$ cat src/rtl/network_sequencer.sv
// On-chip sequencer for the LSTM + perceptron network: feeds input vectors, waits
// for the step/perceptron completion edges, returns results and resets per sequence.
`timescale 1ns/1ps
module network_sequencer #(
    parameter int INPUT_SZ   = 2,
    parameter int QN         = 6,
    parameter int QM         = 11,
    parameter int SEQ_LEN    = 8,
    parameter int RST_CYCLES = 4,
    parameter int TIMEOUT    = 1023
) (
    input  logic                            clock,
    input  logic                            reset,
    input  logic                            s_valid,
    output logic                            s_ready,
    input  logic [(QN+QM+1)*INPUT_SZ-1:0]   s_data,
    output logic [(QN+QM+1)*INPUT_SZ-1:0]   net_input,
    output logic                            net_newSample,
    output logic                            net_reset,
    input  logic                            net_dataReady,
    output logic                            net_enPerceptron,
    input  logic                            net_dataReadyP,
    input  logic [QN+QM:0]                  net_output,
    output logic                            m_valid,
    input  logic                            m_ready,
    output logic [QN+QM:0]                  m_data,
    output logic                            m_last,
    output logic                            error
);
    localparam int BITWIDTH = QN + QM + 1;
    localparam int VEC_W    = BITWIDTH * INPUT_SZ;
    localparam int TO_W     = $clog2(TIMEOUT + 1);
    localparam int STEP_W   = (SEQ_LEN > 1) ? $clog2(SEQ_LEN) : 1;
    localparam int RC_W     = (RST_CYCLES > 1) ? $clog2(RST_CYCLES) : 1;
    localparam logic [TO_W-1:0]   TO_MAX    = TO_W'(TIMEOUT);
    localparam logic [STEP_W-1:0] LAST_STEP = STEP_W'(SEQ_LEN - 1);
    localparam logic [RC_W-1:0]   RC_LAST   = RC_W'(RST_CYCLES - 1);

    typedef enum logic [2:0] {
        NET_RST,
        IDLE,
        ISSUE,
        WAIT_L,
        GAP,
        PERC,
        OUT
    } state_t;

    state_t              r_state;
    logic [STEP_W-1:0]   r_step;
    logic [RC_W-1:0]     r_rst_cnt;
    logic [TO_W-1:0]     r_to_cnt;
    logic                r_dr_q;
    logic                r_drp_q;
    logic [VEC_W-1:0]    r_net_input;
    logic                r_new_sample;
    logic                r_net_reset;
    logic                r_en_perc;
    logic                r_s_ready;
    logic                r_m_valid;
    logic [BITWIDTH-1:0] r_m_data;
    logic                r_m_last;
    logic                r_error;

    // Completions are rising edges only; a level held over from the previous step is ignored.
    logic w_dr_rise;
    logic w_drp_rise;
    logic w_timeout;
    assign w_dr_rise  = net_dataReady  & ~r_dr_q;
    assign w_drp_rise = net_dataReadyP & ~r_drp_q;
    assign w_timeout  = (r_to_cnt == TO_MAX);

    always_ff @(posedge clock or negedge reset) begin
        if (!reset) begin
            r_state      <= NET_RST;
            r_step       <= '0;
            r_rst_cnt    <= '0;
            r_to_cnt     <= '0;
            r_dr_q       <= 1'b0;
            r_drp_q      <= 1'b0;
            r_net_input  <= '0;
            r_new_sample <= 1'b0;
            r_net_reset  <= 1'b1;
            r_en_perc    <= 1'b0;
            r_s_ready    <= 1'b0;
            r_m_valid    <= 1'b0;
            r_m_data     <= '0;
            r_m_last     <= 1'b0;
            r_error      <= 1'b0;
        end else begin
            r_dr_q  <= net_dataReady;
            r_drp_q <= net_dataReadyP;
            case (r_state)
                NET_RST: begin
                    r_step <= '0;
                    if (r_rst_cnt == RC_LAST) begin
                        r_net_reset <= 1'b0;
                        r_s_ready   <= 1'b1;
                        r_state     <= IDLE;
                    end else begin
                        r_rst_cnt <= r_rst_cnt + RC_W'(1);
                    end
                end
                IDLE: begin
                    if (s_valid && r_s_ready) begin
                        r_net_input  <= s_data;
                        r_s_ready    <= 1'b0;
                        r_new_sample <= 1'b1;
                        r_state      <= ISSUE;
                    end
                end
                ISSUE: begin
                    r_new_sample <= 1'b0;
                    r_to_cnt     <= '0;
                    r_state      <= WAIT_L;
                end
                WAIT_L: begin
                    if (w_dr_rise) begin
                        r_state <= GAP;
                    end else if (w_timeout) begin
                        r_error     <= 1'b1;
                        r_net_reset <= 1'b1;
                        r_rst_cnt   <= '0;
                        r_state     <= NET_RST;
                    end else begin
                        r_to_cnt <= r_to_cnt + TO_W'(1);
                    end
                end
                GAP: begin
                    r_en_perc <= 1'b1;
                    r_to_cnt  <= '0;
                    r_state   <= PERC;
                end
                PERC: begin
                    if (w_drp_rise) begin
                        r_m_data  <= net_output;
                        r_m_last  <= (r_step == LAST_STEP);
                        r_m_valid <= 1'b1;
                        r_en_perc <= 1'b0;
                        r_state   <= OUT;
                    end else if (w_timeout) begin
                        r_en_perc   <= 1'b0;
                        r_error     <= 1'b1;
                        r_net_reset <= 1'b1;
                        r_rst_cnt   <= '0;
                        r_state     <= NET_RST;
                    end else begin
                        r_to_cnt <= r_to_cnt + TO_W'(1);
                    end
                end
                OUT: begin
                    if (m_ready) begin
                        r_m_valid <= 1'b0;
                        r_m_last  <= 1'b0;
                        if (r_step == LAST_STEP) begin
                            r_step      <= '0;
                            r_net_reset <= 1'b1;
                            r_rst_cnt   <= '0;
                            r_state     <= NET_RST;
                        end else begin
                            r_step    <= r_step + STEP_W'(1);
                            r_s_ready <= 1'b1;
                            r_state   <= IDLE;
                        end
                    end
                end
                default: begin
                    r_net_reset <= 1'b1;
                    r_rst_cnt   <= '0;
                    r_state     <= NET_RST;
                end
            endcase
        end
    end

    assign s_ready          = r_s_ready;
    assign net_input        = r_net_input;
    assign net_newSample    = r_new_sample;
    assign net_reset        = r_net_reset;
    assign net_enPerceptron = r_en_perc;
    assign m_valid          = r_m_valid;
    assign m_data           = r_m_data;
    assign m_last           = r_m_last;
    assign error            = r_error;

endmodule

$ cat config.mk
export PLATFORM = sky130hd
export DESIGN_NAME = network_sequencer
export DESIGN_NICKNAME = d
export VERILOG_FILES = /design/src/rtl/network_sequencer.sv
export SDC_FILE = /design/constraint.sdc
export NUM_CORES = 1
export LEC_CHECK = 0
export ABC_AREA = 1
export CAP_MARGIN = 10
export CELL_PAD_IN_SITES_DETAIL_PLACEMENT = 1
export CELL_PAD_IN_SITES_GLOBAL_PLACEMENT = 1
export CORE_AREA = 2 2 106 108
export DETAILED_ROUTE_END_ITERATION = 10
export DIE_AREA = 0 0 108 110
export GPL_ROUTABILITY_DRIVEN = 0
export GPL_TIMING_DRIVEN = 0
export PLACE_DENSITY_LB_ADDON = 0.1
export SYNTH_ARGS = -nofsm -noshare
export SYNTH_HDL_FRONTEND = slang
export SYNTH_SLANG_ARGS = --single-unit
$ cat constraint.sdc
create_clock -name clock -period 4.7 [get_ports clock]
set_input_delay 0.47 -clock clock [delete_from_list [all_inputs] [get_ports clock]]
set_output_delay 0.47 -clock clock [all_outputs]
set_load 0.05 [all_outputs]
==> results of run 1 <==
-- power groups by stage --
stage	sequential, W	combinational [W]	clock (W)
final	0.00117	0.00239	0.000642
after global routing	0.00122	0.00254	0.000697
after CTS	0.00118	0.00242	0.000668
after detailed placement	0.00118	0.00241	0
after global placement	0.00117	0.00237	0
after floorplan	0.00208	0.000706	0
-- area by class of cell --
type,count,area [µm²]
fill,1209,5390
sequential,81,2030
multi-input combinational,249,1460
timing repair buffer,121,1230
tap,140,175
clock buffer,10,138
clock inverter,6,113
inverter,26,97.6
buffer,11,76.3
-- kinds of logic (layout without fill, tap and decap cells) --
family | after synthesis | count (layout)
AND/OR/NAND/NOR | 196 | 196
AO/OA/AOI/OAI | 9 | 9
flip-flops | 81 | 81
adder cells (fa/ha/maj) | 4 | 4
buffers and inverters | 37 | 174
XOR/XNOR | 4 | 4
multiplexers | 36 | 36
-- layout by cell type, fill, tap and decap left out, drive strengths merged --
cell             n
nand3b           2
xor2             2
clkbuf          13
dfstp            1
ha               4
o21a             2
inv             27
a21oi            1
nor3             1
buf             10
o21bai           3
nand4            9
nand2          130
dfrtp           80
clkdlybuf4s50  119
nand3           25
mux2            36
nor2            28
o21ai            3
bufinv           3
clkinv           2
or2              1
xnor2            2
-- metal layers --
metal	global-route usage [%]	part of all wire (%)	vias up
li1	-	-	1440
met5	0	0	-
met4	7.14	1.7	0
met2	27.7	49	63
met1	21.7	42	1471
met3	5.94	6.6	11
-- final timing paths --
kind,from,endpoint
max,net_reset,net_reset
min,reset,r_to_cnt[4]
max reg2reg,r_to_cnt[0],r_to_cnt[2]
min reg2reg,m_data[16],m_data[16]
max in group asynchronous,reset,net_reset
min in group clock,m_data[16],m_data[16]
-- flip-flops by register name, summed over array words and instances (netlist names) --
register	count
m_last	1
s_ready	1
net_reset	1
net_newSample	1
m_valid	1
r_drp_q	1
r_to_cnt	10
r_state	3
r_rst_cnt	2
r_step	3
net_enPerceptron	1
r_dr_q	1
m_data	18
error	1
net_input	36
-- per-stage QoR --
step           utilization (%)  cell area, µm²  setup WS [ns]  power, W  std cells
2_1_floorplan                -            3660           3.18   0.00278        367
3_3_place_gp              47.1            5030         0.0170   0.00354        627
3_5_place_dp              47.3            5060           2.50   0.00359        628
4_1_cts                   49.6            5310           2.48   0.00427        644
5_1_grt                   49.6            5310           2.47   0.00446        644
6_report                  49.6            5310           2.52   0.00420        644
==> summary.md, run 1 <==
| Metric | Value |
|---|---|
| Outcome | complete, no violations |
| Worst path cell trace | clkdlybuf4s50_1 |
| Post-synth EDFFs | 0 |
| Post-route DRC | 0 |
| Gr usage total | 17.4% |
| Synthesized area | 3660 µm² |
| Kind of cell adding the most delay to the critical path | buffers and inverters |
| PwrDens | 791 nW/µm² |
| Die Ht | 110 µm |
| Endpoint type of the worst setup path | primary output |
| Max VDD drop | 0.372 mV |
| Number of global-route vias before repair | 3,166 |
| Post-synthesis adder-cell area fraction | 1.37% |
| Startpoint types | flip-flop |
| Part of the power in registers | 27.9% |
| Post-route antenna net violation count | 0 |
| Seq/Total Area, Yosys | 55.4% |
| Slew Viols, Final | 0 |
| Unrepaired setup endpoints after global routing | no |
| Final WL | 9.68 mm |
| Die area | 11,900 µm² |
| CTS tree | done |
| Area Overhead vs Synth | 45.1% |
| Root buffer cell | clkbuf_8 |
| DR WL/cell | 15.0 µm |
| Final hold vios | 0 |
| Slew of the pin with the lowest slew margin | 0.563 ns |
| Switching pwr | 0.00196 W |
| Synth unique cells | 28 |
| Fin crit share | 46.3% |
| Drt via density | 4.64 |
| Post_cts resized | 0 |
| Post-synth top area share | 54.7% |
| Count of input and output buffers | 120 |
| Num CTS Buffers | 9 |
| Syn Area/Cell | 9.97 µm² |
| Largest net degree at the start of global routing | 45 |
| Post-synthesis register bit count | 81 |
| Core Area | 10,700 µm² |
| N_diodes | 0 |
| FF-to-FF path depth | 9 |
| CP Class | reg2out |
| Hold Slack | 0.0807 ns |
| Critical Path Stages | 1 |
| Leak pwr | 2.58 nW |
| Largest family of logic cells by synthesized area | simple AND/OR/NAND/NOR gates |
| Synth Area in Compound Gates | 1.57% |
| Commonest cells post-synth | nand2_1, dfrtp_1, inv_1, nor2_1, nand3_1 |
| Final nets | 563 |
| Total gr overflow | 0 |
| Leading area contributor after synthesis | dfrtp_1 |
| Initial antenna violation count | 0 |
| Simple-gate share of the synthesized area | 23.0% |
| Clock transition at path regs | 0.09 ns |
| Setup bufs post-CTS | 0 |
| Die boundary width | 108 µm |
| Row count | 38 |
| CP max stage cell | clkdlybuf4s50_1 |
| Maximum root-to-sink buffer count | 2 |
| Max Fclk | 459 MHz |
| Minimum clock period | 2.18 ns |
| Worst slew margin | 62.4% |
| WP buf/inv | 1 |
| Reg2reg setup slack | 2.79 ns |
| 1st-iter DRT viols | 133 |
| Mux contribution to synthesized area | 12.9% |
| Syn nets | 431 |
| Critical path arrival | 1.71 ns |
| Comb pwr share | 56.8% |
| Setup Viol. Count Final | 0 |
| Max-Cap Viols | 0 |
| Global-route wire length before repair | 15.8 mm |
| CP max stage delay | 0.80 ns |
| Cts hold-fix bufs | 0 |
| Top-count cell post-synth | nand2_1 |
| Clock power share | 15.3% |
| Post-synthesis xor/xnor area fraction | 0.958% |
| Predominant post-synthesis flop cell | dfrtp_1 |
| Data required time of the critical path | 4.23 ns |
| Synthesized instance count | 367 |
| Share of synthesized registers carrying an async set or reset | 100% |
| Vias | 2,985 |
| H-tree Lvls | 3 |
| Sw frac | 46.6% |
| CP max FO | 3 |
| IO Pins | 121 |
| Detailed Routing Iterations Pass 1 | 4 |
| Top area cells in the synthesized netlist | dfrtp_1, nand2_1, mux2_4 |
| Syn. warnings | 0 |
| Clk_lat worst skew | 0.36 ns |
| HPWL Detailed | 7.27 mm |
| Layout cells sized above 1 | 14.5% |
| Setup_tns | 0 ns |
| Hold WC Path Type | in2async |
| CTS Sinks | 81 |
| Setup Skew | 0.0102 ns |
| Pint | 0.00224 W |
| Starting density of the core | 34.2% |
Note: power is estimated with default switching activity, not from simulation.
==> inputs of run 2 (changes only) <==
--- a/config.mk
+++ b/config.mk
@@ -9,9 +9,9 @@
 export CAP_MARGIN = 10
 export CELL_PAD_IN_SITES_DETAIL_PLACEMENT = 1
 export CELL_PAD_IN_SITES_GLOBAL_PLACEMENT = 1
-export CORE_AREA = 2 2 106 108
+export CORE_AREA = 2 2 107 109
 export DETAILED_ROUTE_END_ITERATION = 10
-export DIE_AREA = 0 0 108 110
+export DIE_AREA = 0 0 109 111
 export GPL_ROUTABILITY_DRIVEN = 0
 export GPL_TIMING_DRIVEN = 0
 export PLACE_DENSITY_LB_ADDON = 0.1
==> constraint.sdc (replaced) <==
create_clock -name clock -period 2.2 [get_ports clock]
set_input_delay 0.22 -clock clock [delete_from_list [all_inputs] [get_ports clock]]
set_output_delay 0.22 -clock clock [all_outputs]
set_load 0.05 [all_outputs]
==> run 2 against run 1 <==
Net effect:
- hold slack gained 0.28 ns
- critical path depth unchanged
- die area grew 1.8%
- flip-flop and latch count is the same
- power is 110% higher
- sequential share of layout area decreased by 0.27 points
- clock skew fell by 0.0060 ns
- non-clock buffer count is 1 higher
==> summary.md, run 2 (same netlist as run 1, synthesis figures left out) <==
| Metric | Value |
|---|---|
| Critical path arrival | 1.68 ns (was 1.71 ns) |
| Hold Path Sink | r_drp_q |
| Post_cts resized | 0 (unchanged) |
| Max VDD drop | 0.795 mV (was 0.372 mV) |
| CP max stage cell | clkdlybuf4s50_1 (unchanged) |
| Reg2reg setup slack | 0.35 ns (was 2.79 ns) |
| Busiest grt layer | met2 (unchanged) |
| HPWL Detailed | 7.26 mm (was 7.27 mm) |
| RR Startpoint | r_to_cnt[0] (unchanged) |
| IO Pins | 121 (unchanged) |
| CP max FO | 3 (unchanged) |
| H-tree Lvls | 3 (unchanged) |
| DR WL/cell | 14.7 µm (was 15.0 µm) |
| WP buf/inv | 1 (unchanged) |
| Max Fclk | 527 MHz |
| Hold Slack | 0.364 ns (was 0.0807 ns) |
| Setup Skew | 0.00418 ns (was 0.0102 ns) |
| Initial antenna violation count | 0 (unchanged) |
| Max reg flops | 36 (unchanged) |
| Max-Cap Viols | 0 (unchanged) |
| Hold WC Path Type | in2reg (was in2async) |
| CP max stage delay | 0.80 ns (about the same) |
| CTS tree | done (unchanged) |
| Commonest non-fill, non-tap cells in the layout | nand2_1, clkdlybuf4s50_1, dfrtp_1 (unchanged) |
| Worst slew margin | 63.4% (was 62.4%) |
| Startpoint types | flip-flop (unchanged) |
| Fin crit share | 86.2% |
| Minimum clock period | 1.90 ns |
| Root buffer cell | clkbuf_16 (was clkbuf_8) |
| Vias | 2,969 (was 2,985) |
| Endpoint type of the worst setup path | primary output (unchanged) |
| Die area | 12,100 µm² (was 11,900 µm²) |
| Outcome | complete, no violations (unchanged) |
| Clk_lat worst skew | 0.33 ns (was 0.36 ns) |
| Data required time of the critical path | 1.98 ns (was 4.23 ns) |
| FF-to-FF End | r_to_cnt[9] (was r_to_cnt[2]) |
| Die Ht | 111 µm (was 110 µm) |
| Maximum root-to-sink buffer count | 2 (unchanged) |
| Post-Layout Inst Area | 5350 µm² (was 5310 µm²) |
| Slew Viols, Final | 0 (unchanged) |
| Clock transition at path regs | 0.06 ns (was 0.09 ns) |
| Final WL | 9.55 mm (was 9.68 mm) |
| Leak pwr | 2.59 nW (was 2.58 nW) |
| Detailed Routing Iterations Pass 1 | 4 (unchanged) |
| Unrepaired setup endpoints after global routing | no (unchanged) |
| Global-route wire length before repair | 16.0 mm (was 15.8 mm) |
| Post-route DRC | 0 (unchanged) |
| Row count | 39 (was 38) |
| Count of input and output buffers | 120 (unchanged) |
| Placed cell areas | 5060 µm² (about the same) |
| Number of global-route vias before repair | 3,213 (was 3,166) |
| Area Overhead vs Synth | 46.2% (was 45.1%) |
| Met3 Use GR | 6.47% (was 5.94%) |
| Core Area | 11,100 µm² (was 10,700 µm²) |
| CP Class | reg2out (unchanged) |
| Slew of the pin with the lowest slew margin | 0.547 ns (was 0.563 ns) |
| Drt via density | 4.58 (was 4.64) |
| FF-to-FF path depth | 9 (unchanged) |
| Kind of cell adding the most delay to the critical path | buffers and inverters (unchanged) |
| Met1 GRT Util | 20.7% (was 21.7%) |
| Worst path cell trace | clkdlybuf4s50_1 (unchanged) |
| Total gr overflow | 0 (unchanged) |
| PwrDens | 1680 nW/µm² (was 791 nW/µm²) |
| N_diodes | 0 (unchanged) |
| Hold path start | net_dataReadyP |
| Die boundary width | 109 µm (was 108 µm) |
| 1st-iter DRT viols | 88 (was 133) |
| Gr usage total | 17.2% (was 17.4%) |
| Setup Viol. Count Final | 0 (unchanged) |
| Final nets | 564 (was 563) |
| Final hold vios | 0 (unchanged) |
| Starting density of the core | 33.0% (was 34.2%) |
| Layout cells sized above 1 | 14.3% (was 14.5%) |
| CTS Sinks | 81 (unchanged) |
| Commonest non-fill, non-tap cell in the layout | nand2_1 (unchanged) |
| Num CTS Buffers | 9 (unchanged) |
| Largest net degree at the start of global routing | 52 (was 45) |
| Post-route antenna net violation count | 0 (unchanged) |
| Hold path cells | 1 |
| GR Util met2 | 27.4% (was 27.7%) |
-- run 2: changes by cell type in the layout (fill, tap and decap cells not counted), moves of 2 or more --
cell       before  now
clkbuf_8       10    1
bufinv_16       3    0
clkinv_2        1    3
inv_6           2    0
clkbuf_16       0    9
-- run 2: layer usage --
metal,vias up,share of wire [%]
met1,1449,42
met4,0,1.8
li1,1442,-
met5,-,0
met3,12,7.0
met2,66,49
-- run 2: cell type report --
| class | instances | area (µm²) |
|---|---|---|
| Inverter | 26 | 97.6 |
| Sequential cell | 81 | 2030 |
| Fill cell | 1277 | 5730 |
| Clock inverter | 5 | 31.3 |
| Multi-Input combinational cell | 249 | 1460 |
| Timing Repair Buffer | 122 | 1240 |
| Clock buffer | 11 | 243 |
| Buffer | 11 | 76.3 |
| Tap cell | 143 | 179 |
-- run 2: worst max-delay path by stage --
stage / slack (ns) / cells past startpoint / end / from
after floorplan: 0.68 / 4 / net_input[0] / s_ready
after global placement: -2.30 / 1 / net_input[22] / reset
after detailed placement: 0.28 / 8 / m_data[13] / net_dataReadyP
after CTS: 0.29 / 1 / net_reset / net_reset
after global routing: 0.15 / 9 / r_to_cnt[4] / r_to_cnt[0]
final: 0.30 / 1 / net_reset / net_reset
-- run 2: where the power goes --
part	switching, W	internal (W)	leakage (nW)	total, W
Combinational	0.00324	0.00186	1.46	0.00510
Clock	0.000592	0.000791	0.135	0.00138
Sequential	0.000371	0.00214	0.995	0.00251
Total	0.00421	0.00479	2.59	0.00900
-- run 2: per-stage QoR --
step / setup TNS [ns] / utilization, % / instances / setup WS, ns / total power [W]
2_1_floorplan: 0 / - / 367 / 0.684 / 0.00595
3_3_place_gp: -184.37 / 45.5 / 630 / -2.30 / 0.00759
3_5_place_dp: 0 / 45.7 / 631 / 0.283 / 0.00768
4_1_cts: 0 / 48.3 / 648 / 0.286 / 0.00913
5_1_grt: 0 / 48.3 / 648 / 0.145 / 0.00953
6_report: 0 / 48.3 / 648 / 0.303 / 0.00900
-- run 2: repair_timing --
action	CTS	global route
hold endpoints to repair	29	0
buffers inserted	0	0
hold buffers	1	0
==> inputs of run 3 (changes only) <==
--- a/config.mk
+++ b/config.mk
@@ -5,13 +5,12 @@
 export SDC_FILE = /design/constraint.sdc
 export NUM_CORES = 1
 export LEC_CHECK = 0
-export ABC_AREA = 1
 export CAP_MARGIN = 10
 export CELL_PAD_IN_SITES_DETAIL_PLACEMENT = 1
 export CELL_PAD_IN_SITES_GLOBAL_PLACEMENT = 1
-export CORE_AREA = 2 2 107 109
+export CORE_AREA = 2 2 75 149
 export DETAILED_ROUTE_END_ITERATION = 10
-export DIE_AREA = 0 0 109 111
+export DIE_AREA = 0 0 77 151
 export GPL_ROUTABILITY_DRIVEN = 0
 export GPL_TIMING_DRIVEN = 0
 export PLACE_DENSITY_LB_ADDON = 0.1
==> run 3 against run 2 <==
Net effect:
- flip-flop and latch count unchanged
- die area down 3.9%
- routed wire length up 1.5%
- combinational power down 5.3%
- clock power up 18%
- area after synthesis down 1.6%
- power down 0.78%
- first-iteration DRC count down 14%
- design area down 0.19%
- setup slack worse by 0.11 ns
- clock skew up 0.0018 ns
- largest cell class unchanged
==> summary.md, run 3 <==
| Metric | Value |
|---|---|
| Detailed Routing Iterations Pass 1 | 4 (unchanged) |
| Leak pwr | 2.25 nW (was 2.59 nW) |
| Post-route DRC | 0 (unchanged) |
| HPWL Detailed | 7.35 mm (was 7.26 mm) |
| N_diodes | 0 (unchanged) |
| CTS tree | done (unchanged) |
| Placed cell areas | 5000 µm² (was 5060 µm²) |
| Syn Area/Cell | 12.8 µm² (was 9.97 µm²) |
| Worst setup path start | r_state[0] (was net_reset) |
| Vias | 2,799 (was 2,969) |
| Max reg flops | 36 (unchanged) |
| Slew Viols, Final | 0 (unchanged) |
| Die boundary width | 77 µm (was 109 µm) |
| WL met2 | 5.69 mm (was 4.71 mm) |
| Post-Route M1 WL | 3.34 mm (was 4.01 mm) |
| PwrDens | 1670 nW/µm² (was 1680 nW/µm²) |
| 1st-iter DRT viols | 76 (was 88) |
| Startpoint types | flip-flop (unchanged) |
| Initial antenna violation count | 0 (unchanged) |
| Area Overhead vs Synth | 48.2% (was 46.2%) |
| Clock transition at path regs | 0.06 ns (about the same) |
| Die area | 11,600 µm² (was 12,100 µm²) |
| Outcome | complete, no violations (unchanged) |
| Setup Skew | 0.00599 ns (was 0.00418 ns) |
| Global-route wire length before repair | 15.7 mm (was 16.0 mm) |
| Top area cells in the synthesized netlist | dfrtp_1, mux2_1, mux2_2 (was dfrtp_1, nand2_1, mux2_4) |
| Unrepaired setup endpoints after global routing | no (unchanged) |
| Drt via density | 5.03 (was 4.58) |
| Top-count cell post-synth | dfrtp_1 (was nand2_1) |
| Slew of the pin with the lowest slew margin | 0.861 ns (was 0.547 ns) |
| Fin crit share | 91.2% (was 86.2%) |
| WL met3 | 515 µm (was 668 µm) |
| Row count | 53 (was 39) |
| Final nets | 478 (was 564) |
| Clk_lat worst skew | 0.33 ns (about the same) |
| Post-synth EDFFs | 0 (unchanged) |
| Seq/Total Area, Yosys | 56.3% (was 55.4%) |
| Commonest cells post-synth | dfrtp_1, mux2_1, mux2_2 (was nand2_1, dfrtp_1, inv_1, nor2_1, nand3_1) |
| Leading area contributor after synthesis | dfrtp_1 (unchanged) |
| Syn. warnings | 0 (unchanged) |
| Max VDD drop | 1.10 mV (was 0.795 mV) |
| Count of input and output buffers | 120 (unchanged) |
| Commonest non-fill, non-tap cells in the layout | clkdlybuf4s50_1, dfrtp_1, mux2_1 (was nand2_1, clkdlybuf4s50_1, dfrtp_1) |
| Maximum root-to-sink buffer count | 2 (unchanged) |
| Predominant post-synthesis flop cell | dfrtp_1 (unchanged) |
| Largest net degree at the start of global routing | 59 (was 52) |
| CP Class | reg2reg (was reg2out) |
| Fin worst setup slack | 0.193 ns (was 0.303 ns) |
| Layout cells sized above 1 | 14.1% (was 14.3%) |
| Hold WC Path Type | in2async (was in2reg) |
| Critical path arrival | 2.22 ns (was 1.68 ns) |
| Num CTS Buffers | 9 (unchanged) |
| Root buffer cell | clkbuf_16 (unchanged) |
| RR Startpoint | r_state[0] (was r_to_cnt[0]) |
| IO Pins | 121 (unchanged) |
| Pint | 0.00491 W (was 0.00479 W) |
| Max Fclk | 498 MHz (was 527 MHz) |
| Starting density of the core | 34.4% (was 33.0%) |
| Die Ht | 151 µm (was 111 µm) |
| Comb pwr share | 54.1% (was 56.7%) |
| Part of the power in registers | 27.7% (was 27.9%) |
| Crit path capture | net_input[1] (was net_reset) |
| Synthesized area | 3600 µm² (was 3660 µm²) |
| Post-route antenna net violation count | 0 (unchanged) |
| CP max FO | 10 (was 3) |
| Sw frac | 45.0% (was 46.7%) |
| Synthesized instance count | 281 (was 367) |
| Top layer reached by signal wires | met4 (unchanged) |
| Synth unique cells | 54 (was 28) |
| Final WL | 9.70 mm (was 9.55 mm) |
| Number of global-route vias before repair | 3,147 (was 3,213) |
| Setup_tns | 0 ns (unchanged) |
| Gr usage total | 17.4% (was 17.2%) |
| DR WL/cell | 17.4 µm (was 14.7 µm) |
| Minimum clock period | 2.01 ns (was 1.90 ns) |
| Total gr overflow | 0 (unchanged) |
| Reg2reg setup slack | 0.19 ns (was 0.35 ns) |
| Post-synthesis register bit count | 81 (unchanged) |
| FF-to-FF path depth | 4 (was 9) |
| Setup WS pre-CTS | -0.0231 ns (was 0.283 ns) |
| Syn nets | 345 (was 431) |
| Setup Viol. Count Final | 0 (unchanged) |
| Endpoint type of the worst setup path | flip-flop (was primary output) |
| Post-synth top area share | 55.6% (was 54.7%) |
| Core Area | 10,500 µm² (was 11,100 µm²) |
| CTS Sinks | 81 (unchanged) |
| Share of synthesized registers carrying an async set or reset | 100% (unchanged) |
| FF-to-FF End | net_input[1] (was r_to_cnt[9]) |
| Commonest non-fill, non-tap cell in the layout | clkdlybuf4s50_1 (was nand2_1) |
| H-tree Lvls | 3 (unchanged) |
| Data required time of the critical path | 2.41 ns (was 1.98 ns) |
| Clock power share | 18.2% (was 15.4%) |
| Final hold vios | 0 (unchanged) |
| Post-Layout Inst Area | 5340 µm² (was 5350 µm²) |
| Max-Cap Viols | 0 (unchanged) |
| Worst slew margin | 42.2% (was 63.4%) |
| Switching pwr | 0.00402 W (was 0.00421 W) |
run 3: cell count changes in the layout (fill, tap and decap cells not counted), moves of 5 or more:
| cell | change |
|---|---|
| mux2_1 | +29 |
| o21ai_0 | +9 |
| nand2_1 | -111 |
| mux2_4 | -18 |
| inv_1 | -21 |
| nand3_1 | -18 |
| nand4_1 | -8 |
| nor2_1 | -14 |
| nand2b_1 | +5 |
| o22ai_1 | +5 |
| mux2_2 | +7 |
| nor2b_1 | +5 |
| a21oi_1 | +10 |
run 3: area by class of cell:
type | count | area (µm²)
clock inverter | 4 | 76.3
multi-input combinational | 183 | 1470
inverter | 4 | 15.0
buffer | 13 | 92.6
fill | 1163 | 5140
sequential | 81 | 2030
clock buffer | 12 | 246
timing repair buffer | 122 | 1240
tap | 137 | 171
run 3: logic make-up (layout without fill, tap and decap cells):
logic type	after synthesis	after routing	share of synthesized area, %
simple gates	64	64	10.3
buf+inv	17	155	2.99
fa+ha+maj	4	4	1.39
xor+xnor	2	2	0.487
mux	56	56	17.4
compound gates	57	57	11.0
flops	81	81	56.3
run 3: critical path, cell delays in order (launching register included):
cell     delay, ns
dfrtp_1       0.40
inv_2         0.11
nor4_4        0.77
buf_6         0.25
mux2_1        0.34
run 3: metal layers:
layer / GRT usage [%] / up-vias
met5: 0 / -
met4: 5.80 / 0
met3: 5.13 / 9
met2: 34.4 / 64
met1: 16.8 / 1423
li1: - / 1303
run 3: worst min path at each step:
| stage | startpoint | endpoint | slack (ns) | cells after the start |
|---|---|---|---|---|
| 6_report | reset | net_input[12] | 0.35 | 2 |
| 5_1_grt | net_dataReady | r_dr_q | 0.37 | 1 |
| 4_1_cts | reset | net_input[6] | 0.35 | 2 |
| 3_5_place_dp | reset | net_input[6] | 0.16 | 1 |
| 3_3_place_gp | error | error | 0.44 | 1 |
| 2_1_floorplan | reset | error | -0.08 | 0 |
run 3: power by group through the flow:
stage | clock network [W] | registers [W] | logic, W
after floorplan | 0 | 0.00439 | 0.00128
after global placement | 0 | 0.00247 | 0.00482
after detailed placement | 0 | 0.00250 | 0.00488
after CTS | 0.00167 | 0.00248 | 0.00490
final | 0.00163 | 0.00247 | 0.00483
after global routing | 0.00172 | 0.00258 | 0.00510
run 3: stage by stage:
stage | hold WS [ns] | power [W] | utilization (%) | cells
after floorplan | -0.0756 | 0.00567 | - | 281
after global placement | 0.440 | 0.00729 | 47.5 | 538
after detailed placement | 0.160 | 0.00738 | 47.7 | 539
after CTS | 0.351 | 0.00906 | 50.9 | 556
after global routing | 0.372 | 0.00939 | 50.9 | 556
final | 0.350 | 0.00893 | 50.9 | 556
run 3: repair_timing:
action,4_1_cts,5_1_grt
endpoints found under the hold margin,22,0
gates resized for setup,0,1
hold buffers,1,0
endpoints found under the setup margin,0,1
setup buffers,0,0
